--- src/rtl/rd_txn_timer.sv ---
// Multi-slot AXI read-transaction watchdog.
// Each slot walks AR -> FIRST -> BURST while a shared prescaler advances its
// phase counter; a counter reaching its phase budget moves the slot to TMO,
// pulses timeout_o for that slot and sets the sticky pending flag.
module rd_txn_timer #(
  parameter int NumSlots   = 4,
  parameter int CntWidth   = 10,
  parameter int IdWidth    = 4,
  parameter int PrescWidth = 4,
  localparam int SlotW     = $clog2(NumSlots)
) (
  input  logic                        clk_i,
  input  logic                        rst_i,
  input  logic [PrescWidth-1:0]       presc_div_i,
  input  logic [CntWidth-1:0]         budget_ar_i,
  input  logic [CntWidth-1:0]         budget_first_i,
  input  logic [CntWidth-1:0]         budget_burst_i,
  input  logic                        alloc_valid_i,
  input  logic [IdWidth-1:0]          alloc_id_i,
  output logic                        alloc_ready_o,
  output logic [SlotW-1:0]            alloc_slot_o,
  input  logic                        ar_hs_i,
  input  logic [SlotW-1:0]            ar_slot_i,
  input  logic                        r_hs_i,
  input  logic                        r_last_i,
  input  logic [SlotW-1:0]            r_slot_i,
  input  logic [NumSlots-1:0]         flush_i,
  input  logic                        clear_i,
  output logic [NumSlots-1:0]         slot_busy_o,
  output logic [NumSlots*IdWidth-1:0] slot_id_o,
  output logic [NumSlots-1:0]         timeout_o,
  output logic [2*NumSlots-1:0]       timeout_phase_o,
  output logic                        timeout_pending_o,
  output logic                        proto_err_o
);

  typedef enum logic [2:0] {
    S_IDLE,
    S_AR,
    S_FIRST,
    S_BURST,
    S_TMO
  } slot_state_e;

  logic [PrescWidth-1:0] presc_cnt;
  logic                  tick;
  logic [NumSlots-1:0]   busy;
  logic [NumSlots-1:0]   tmo_fire;
  logic [NumSlots-1:0]   perr_slot;
  logic                  alloc_fire;

  // A lowered divide value simply lets the counter run on to its natural
  // wrap, so the prescaler can never lock up.
  assign tick = (presc_cnt == presc_div_i);

  // Free-running prescaler shared by all slots.
  always_ff @(posedge clk_i) begin
    if (rst_i) begin
      presc_cnt <= '0;
    end else if (tick) begin
      presc_cnt <= '0;
    end else begin
      presc_cnt <= presc_cnt + PrescWidth'(1);
    end
  end

  // Lowest-index free slot, taken from registered slot state only.
  always_comb begin
    alloc_slot_o = '0;
    for (int i = NumSlots - 1; i >= 0; i--) begin
      if (!busy[i]) alloc_slot_o = SlotW'(i);
    end
  end

  assign alloc_ready_o = ~&busy;
  assign alloc_fire    = alloc_valid_i && alloc_ready_o;
  assign slot_busy_o   = busy;

  for (genvar gi = 0; gi < NumSlots; gi++) begin : g_slot
    slot_state_e         state;
    logic [CntWidth-1:0] cnt;
    logic [CntWidth-1:0] cnt_adv;
    logic [CntWidth-1:0] budget;
    logic [IdWidth-1:0]  id;
    logic [1:0]          tphase;
    logic [1:0]          fire_phase;
    logic                tmo_pulse;
    logic                sel_alloc;
    logic                sel_ar;
    logic                sel_r;
    logic                tmo_hit;
    logic                fire;

    assign sel_alloc = alloc_fire && (alloc_slot_o == SlotW'(gi));
    assign sel_ar    = ar_hs_i && (ar_slot_i == SlotW'(gi));
    assign sel_r     = r_hs_i && (r_slot_i == SlotW'(gi));

    // Budget and phase code of the phase the slot is currently in.
    always_comb begin
      budget     = '0;
      fire_phase = 2'd0;
      case (state)
        S_AR: begin
          budget     = budget_ar_i;
          fire_phase = 2'd1;
        end
        S_FIRST: begin
          budget     = budget_first_i;
          fire_phase = 2'd2;
        end
        S_BURST: begin
          budget     = budget_burst_i;
          fire_phase = 2'd3;
        end
        default: begin
          budget     = '0;
          fire_phase = 2'd0;
        end
      endcase
    end

    // Counter expires on the tick that would complete the budget-th tick.
    assign tmo_hit = tick && (budget != '0) && (cnt == budget - CntWidth'(1));
    assign cnt_adv = (tick && (cnt != '1)) ? cnt + CntWidth'(1) : cnt;

    // Timeout only when no flush and no phase-advancing handshake this cycle.
    always_comb begin
      fire = 1'b0;
      if (!flush_i[gi] && tmo_hit) begin
        case (state)
          S_AR:    fire = !sel_ar;
          S_FIRST: fire = !sel_r;
          S_BURST: fire = !(sel_r && r_last_i);
          default: fire = 1'b0;
        endcase
      end
    end

    // Per-slot phase FSM with registered timeout pulse and phase code.
    always_ff @(posedge clk_i) begin
      if (rst_i) begin
        state     <= S_IDLE;
        cnt       <= '0;
        id        <= '0;
        tphase    <= '0;
        tmo_pulse <= 1'b0;
      end else begin
        tmo_pulse <= fire;
        if (flush_i[gi]) begin
          state  <= S_IDLE;
          cnt    <= '0;
          tphase <= '0;
        end else if (fire) begin
          state  <= S_TMO;
          tphase <= fire_phase;
        end else begin
          case (state)
            S_IDLE: begin
              if (sel_alloc) begin
                state <= S_AR;
                id    <= alloc_id_i;
                cnt   <= '0;
              end
            end
            S_AR: begin
              if (sel_ar) begin
                state <= S_FIRST;
                cnt   <= '0;
              end else begin
                cnt <= cnt_adv;
              end
            end
            S_FIRST: begin
              if (sel_r) begin
                state <= r_last_i ? S_IDLE : S_BURST;
                cnt   <= '0;
              end else begin
                cnt <= cnt_adv;
              end
            end
            S_BURST: begin
              if (sel_r && r_last_i) begin
                state <= S_IDLE;
                cnt   <= '0;
              end else begin
                cnt <= cnt_adv;
              end
            end
            S_TMO: begin
              if (sel_r && r_last_i) begin
                state  <= S_IDLE;
                cnt    <= '0;
                tphase <= '0;
              end
            end
            default: begin
              state <= S_IDLE;
              cnt   <= '0;
            end
          endcase
        end
      end
    end

    assign busy[gi]      = (state != S_IDLE);
    assign tmo_fire[gi]  = fire;
    assign perr_slot[gi] = (sel_ar && (state != S_AR)) ||
                           (sel_r && ((state == S_IDLE) || (state == S_AR)));
    assign slot_id_o[gi*IdWidth +: IdWidth] = id;
    assign timeout_o[gi]                    = tmo_pulse;
    assign timeout_phase_o[2*gi +: 2]       = tphase;
  end

  // Sticky pending flag (new timeout beats clear) and protocol-error pulse.
  always_ff @(posedge clk_i) begin
    if (rst_i) begin
      timeout_pending_o <= 1'b0;
      proto_err_o       <= 1'b0;
    end else begin
      timeout_pending_o <= (|tmo_fire) | (timeout_pending_o & ~clear_i);
      proto_err_o       <= |perr_slot;
    end
  end

endmodule

--- config.mk ---
export PLATFORM = sky130hd
export DESIGN_NAME = rd_txn_timer
export DESIGN_NICKNAME = d
export VERILOG_FILES = /design/src/rtl/rd_txn_timer.sv
export SDC_FILE = /design/constraint.sdc
export NUM_CORES = 1
export LEC_CHECK = 0
export BUFFER_PORTS_ARGS = -buffer_cell sky130_fd_sc_hd__buf_2
export CORE_ASPECT_RATIO = 0.8
export CORE_MARGIN = 5
export CORE_UTILIZATION = 50
export DETAILED_ROUTE_END_ITERATION = 10
export HOLD_SLACK_MARGIN = 0.1
export PLACE_DENSITY = 0.7
export SETUP_SLACK_MARGIN = 0.3
export SLEW_MARGIN = 20
export SYNTH_ARGS = -nofsm -noshare
export SYNTH_HDL_FRONTEND = slang
export SYNTH_SLANG_ARGS = --single-unit
--- constraint.sdc ---
create_clock -name clk_i -period 4.5 [get_ports clk_i]
set_input_delay 0.225 -clock clk_i [delete_from_list [all_inputs] [get_ports clk_i]]
set_output_delay 0.225 -clock clk_i [all_outputs]
set_load 0.01 [all_outputs]
# == After elaboration in Yosys (flattened, before gate mapping) ==
# Index checks and enable logic that the tools add are counted.
# word_totals
wordCells,331
regBits,86
in_bits,53
# classes
mux,85
bitwise_logic,11
n_reduce_logical,125
add_sub_neg,9
eq_ne,74
# op_table
op,count
2-to-1 mux 10 bit,24
one-hot mux 10 bit (5 select lines),4
one-hot mux 10 bit (3 select lines),4
2-to-1 mux 3 bit,20
AND reduction 4 bit,13
one-hot mux 3 bit (4 select lines),4
logical AND 1 bit,41
adder 10 x 1 -> 10 bit (second input constant),4
equality test 10 bit,4
inequality test 10 bit (second input constant),4
nonzero test 10 bit,4
subtractor 10 x 1 -> 10 bit (second input constant),4
inequality test 3 bit (second input constant),12
2-to-1 mux 2 bit,17
inequality test 2 bit (second input constant),16
equality test 3 x 2 -> 1 bit (second input constant),8
inequality test 3 x 1 -> 1 bit (second input constant),8
one-hot mux 2 bit (3 select lines),4
OR reduction 2 bit,9
zero test 1 bit,17
nonzero test 2 bit,8
equality test 2 bit (second input constant),6
equality test 3 x 1 -> 1 bit (second input constant),4
equality test 3 bit (second input constant),4
17 further kinds,61

# == Longest topological paths before layout ==
# logic_depth
ltp_word,10
depth_mapped,15
mapped_depth_nobuf,12

# == Worst setup path after synthesis ==
# No wires, ideal clock.
# synth_path
path_type,register -> register
from,reg g_slot[0].state[0]
to,reg g_slot[0].cnt[2]
setup_slack_ps,1271
period_less_slack_ps,3229
path_stages_with_launch,14
arrival_time_ps,3095
setup_ps,134
cell_sequence,dfxtp_1 buf_6 mux2_1 a32oi_2 ha_1 xnor2_1 or3_1 or4_1 a2111oi_0 and3_2 nand2_4 buf_6 a21oi_1 a211oi_2
# synth_via
elab_chain_cells,9
word_cells_on_any_way,26
# synth_lines
element,line,text
start: declaration,80,slot_state_e state;
start signal: assignment,175,state <= r_last_i ? S_IDLE : S_BURST;
equality test 3 x 2 -> 1 bit / equality test 3 x 1 -> 1 bit (equally long branches),"102, 130, 157",
one-hot mux 10 bit (3 select lines),102,case (state)
subtractor 10 x 1 -> 10 bit / nonzero test 10 bit (equally long branches),123,assign tmo_hit = tick && (budget != '0) && (cnt == budget - CntWidth'(1));
equality test 10 bit / logical AND 1 bit (equally long branches),123,
logical AND 1 bit,123,
logical AND 1 bit,129,if (!flush_i[gi] && tmo_hit) begin
2-to-1 mux 1 bit,129,
NOT 1 bit (no line),n/a,
AND reduction 3 bit (no line),n/a,
end signal: assignment,170,cnt <= cnt_adv;
end signal: assignment,178,cnt <= cnt_adv;
end signal: assignment,186,cnt <= cnt_adv;
end: declaration,81,logic [CntWidth-1:0] cnt;
# Several ways; a longest one is shown, not always the timed one.
# A chain may end at the register's enable or synchronous reset.

# == Worst setup path in the final report ==
# layout_path
from,reg g_slot[3].state[0]
to,reg g_slot[3].cnt[4]
# layout_via
elab_chain_cells,9
word_cells_on_any_way,29
# layout_lines
element,line
start: declaration,80
start signal: assignment,175
equality test 3 x 2 -> 1 bit (tied with other cells),"102, 130, 157"
one-hot mux 10 bit (3 select lines) / 2-to-1 mux 2 bit (equally long branches),"102, 71"
subtractor 10 x 1 -> 10 bit (tied with other cells),123
equality test 10 bit (tied with other cells),123
logical AND 1 bit / 2-to-1 mux 2 bit (equally long branches),"123, 71"
logical AND 1 bit / equality test 2 bit (equally long branches),"129, 94"
2-to-1 mux 1 bit / logical AND 1 bit (equally long branches),"129, 94"
NOT 1 bit (no line) / inequality test 2 bit (equally long branches),n/a
AND reduction 3 bit (no line),n/a
end signal: assignment,170
end signal: assignment,178
end signal: assignment,186
end: declaration,81
# Several ways; a longest one is shown, not always the timed one.

==> impl_summary.log <==
[metrics] synth-to-layout area growth: 10.3%
[metrics] router iterations before antenna repair: 5
[metrics] sort of element at the start of the critical path: flop
[metrics] area enclosed by the die boundary: 0.0170 sq mm
[metrics] I/O Pins: 90
[metrics] data arrival time of the critical path: 4.19 ns
[metrics] static leakage power: 3.03 nW
[metrics] Skew-Pair Late Insertion Delay: 0.36 ns
[metrics] result of the run: complete, no violations
[metrics] hold bufs inserted after CTS: 0
[metrics] ratio of cells with drive above 1 in the final layout: 18.7%
[metrics] proportion of synthesized flip-flops having asynchronous set or reset: 0%
[metrics] cells along the critical path: mux2_1, a32oi_2, ha_1, inv_1, a221o_1, nor2b_1, nor2_1, o21bai_1, a31oi_1, nor2_2, or4_1, a21oi_1
[metrics] library cell contributing the largest single delay on the critical path: dfxtp_1
[metrics] 1st-iter DRT viols: 738
[metrics] PostCTS Resize Cnt: 0
[metrics] number of clock sinks: 86
[metrics] cts bufs inserted: 9
[metrics] combined area of all synthesized cells: 0.00724 sq mm
[metrics] critical path type: flop to flop
[metrics] class of the tightest hold or removal check: input pin to flop
[metrics] Core Region: 0.0142 sq mm
[metrics] Pwr per Cell Area: 222 mW/mm^2
[metrics] TritonCTS clock tree: built
[metrics] post-synthesis cell type count: 94
[metrics] required time of the worst setup path: 4.79 ns
[metrics] number of vias after detailed routing: 7496
[metrics] met2 GRT Util: 35.7%
[metrics] leading cell types by total area after synthesis: dfxtp_1, nand2_1, nor2_1
[metrics] top library cells by usage in the layout, fill and taps aside: nand2_1, buf_2, nor2_1, dfxtp_1, nand3_1
[metrics] final routed DRC violation total: 0
[metrics] Yosys top cell by area: dfxtp_1
[metrics] Total Routing Usage GR: 25.8%
[metrics] number of flops mapped to enable cells by yosys: 0
[metrics] antenna cell count: 0
[metrics] post-synthesis cell count: 924
[metrics] die boundary height: 118 um
[metrics] nets: 1035
[metrics] CTS H-Tree Depth: 3
[metrics] Final Max Tran Viols: 0
[metrics] final count of hold timing violations: 0
[metrics] initial antenna violation count: 0
[metrics] Die Span X: 145 um
[metrics] setup repair after global routing missed its margin: no
[metrics] relative slew slack: 35.2%
[metrics] maximum ir drop on the vdd rail: 0.178 mV
[metrics] highest clock frequency the design can meet: 256 MHz
[metrics] average vias per placed instance: 6.45
[metrics] top_reg_cell synth: dfxtp_1
[metrics] wire length reported by the detailed router: 22600 um
[metrics] post-route fraction of the period consumed by the critical path: 86.7%
[metrics] number of maximum-capacitance violations: 0
[metrics] first-pass GRT wire length: 35800 um
[metrics] portion of the post-synthesis area used by sequential elements: 23.8%
[metrics] leading cell type in the layout, fill and taps excluded: nand2_1
[metrics] final total negative setup slack: 0 ns
[metrics] CTS Root Cell: clkbuf_16
[metrics] Design Power: 0.00177 W
[metrics] count of synthesis-stage warnings from yosys: 0
[metrics] effective utilization at floorplan: 50.8%
[metrics] clock slew seen by the registers of the worst setup and hold paths: 0.07 ns
[metrics] global routing met1 resource utilization: 38.5%
[metrics] Mapped Nets: 986
[metrics] transition time at the pin with the least slew margin: 0.972 ns
[metrics] kind of cell adding the most delay to the critical path: compound AO/OA/AOI/OAI gates
[metrics] category of the worst setup path capture point: flop
[metrics] weighted congestion at the end of routability-driven global placement: 0.910
[metrics] number of port buffers: 89
[metrics] final worst clock skew: 0.00973 ns
[metrics] Min Clock Period, post-route: 3.90 ns
[metrics] largest fanout on the critical path: 18
[metrics] multi-input gate area in the final layout: 0.00509 sq mm
[metrics] final HPWL from detailed placement: 16900 um
[metrics] final-layout fill cell count: 1341
[metrics] synthesized flop and latch total: 86
[metrics] mean cell area of the mapped netlist: 7.84 sq um
[metrics] largest net degree at the start of global routing: 32
[metrics] met3 track utilization from global routing: 7.68%
[metrics] area share of the largest cell type after synthesis: 23.8%
[metrics] overflow left after global routing: 0
[metrics] Final setup viols: 0
[metrics] Top Usage Layer GRT: met1
[metrics] Routed Antenna Nets: 0
[metrics] largest incremental delay on the critical path: 0.76 ns
[metrics] Post-CTS Setup Bufs: 0
[metrics] # rows: 39
[metrics] Worst Path Buf+Inv: 1
[metrics] Reg area: 0.00172 sq mm
[metrics] Longest Clk Path Bufs: 2
[metrics] Avg WL per Cell: 19.4 um
[metrics] number of global-route vias before repair: 6845
[report_power, final]
part	internal [W]	switching (W)	total, W
Sequential	0.000768	0.00000667	0.000774
Combinational	0.0000783	0.000137	0.000215
Clock	0.000438	0.000344	0.000782
[logic make-up (layout without fill, tap and decap cells)]
family	after synthesis	count (layout)	synth area share [%]
buf+inv	90	144	5.94
xor+xnor	55	55	6.65
compound gates	238	238	25.0
mux	63	63	9.47
fa+ha+maj	9	9	1.55
simple gates	383	383	27.6
flops	86	86	23.8
[cells in the mapped netlist, types with 22 or more instances]
library cell	number
nand2_1	94
a21oi_1	35
nor3_1	28
nor2_1	88
xnor2_1	37
clkbuf_1	33
mux2_2	23
a31oi_1	23
dfxtp_1	86
a32oi_1	26
nand3_1	39
mux2i_1	22
nand4_1	22
o21ai_0	26
[per-stage QoR]
step	worst slack [ns]	hold WS (ns)	instances	utilization (%)	cell area [sq um]
2_1_floorplan	1.27	0.369	924	-	7240
3_3_place_gp	0.774	0.442	1146	53.9	7680
3_5_place_dp	0.645	0.462	1146	53.9	7680
4_1_cts	0.622	0.170	1162	56.1	7990
5_1_grt	0.318	0.191	1162	56.1	7990
6_report	0.599	0.176	1162	56.1	7990
[layout make-up]
| type | instances | share of cell area, % |
|---|---|---|
| Timing Repair Buffer | 102 | 6.80 |
| Clock buffer | 9 | 2.82 |
| Sequential cell | 86 | 21.6 |
| Inverter | 26 | 1.22 |
| Tap cell | 184 | 2.88 |
| Multi-Input combinational cell | 748 | 63.7 |
| Clock inverter | 7 | 1.02 |
[tightest hold or removal path: stages]
cell     delay [ns]
buf_2          0.13
mux2i_1        0.07
nor2_1         0.07
[path summary, 6_finish.rpt]
kind	endpoint	from	slack, ns	depth (start not counted)
max	g_slot[3].cnt[4]	g_slot[3].state[0]	0.60	12
min	g_slot[2].id[1]	alloc_id_i[1]	0.18	3
max reg2reg	g_slot[3].cnt[4]	g_slot[3].state[0]	0.60	12
min reg2reg	g_slot[0].tphase[0]	g_slot[0].tphase[0]	0.48	2
[metal layers]
layer	up-vias	share of wire [%]
met5	-	0
met4	0	1.7
met3	36	11
met2	388	41
met1	3507	46
li1	3565	-
[flip-flops by register name, indices dropped and copies added (netlist names)]
signal,cells
g_slot.tmo_pulse,4
presc_cnt,4
g_slot.id,16
g_slot.cnt,40
g_slot.tphase,8
proto_err_o,1
g_slot.state,12
timeout_pending_o,1
(Power assumes the default switching activity.)
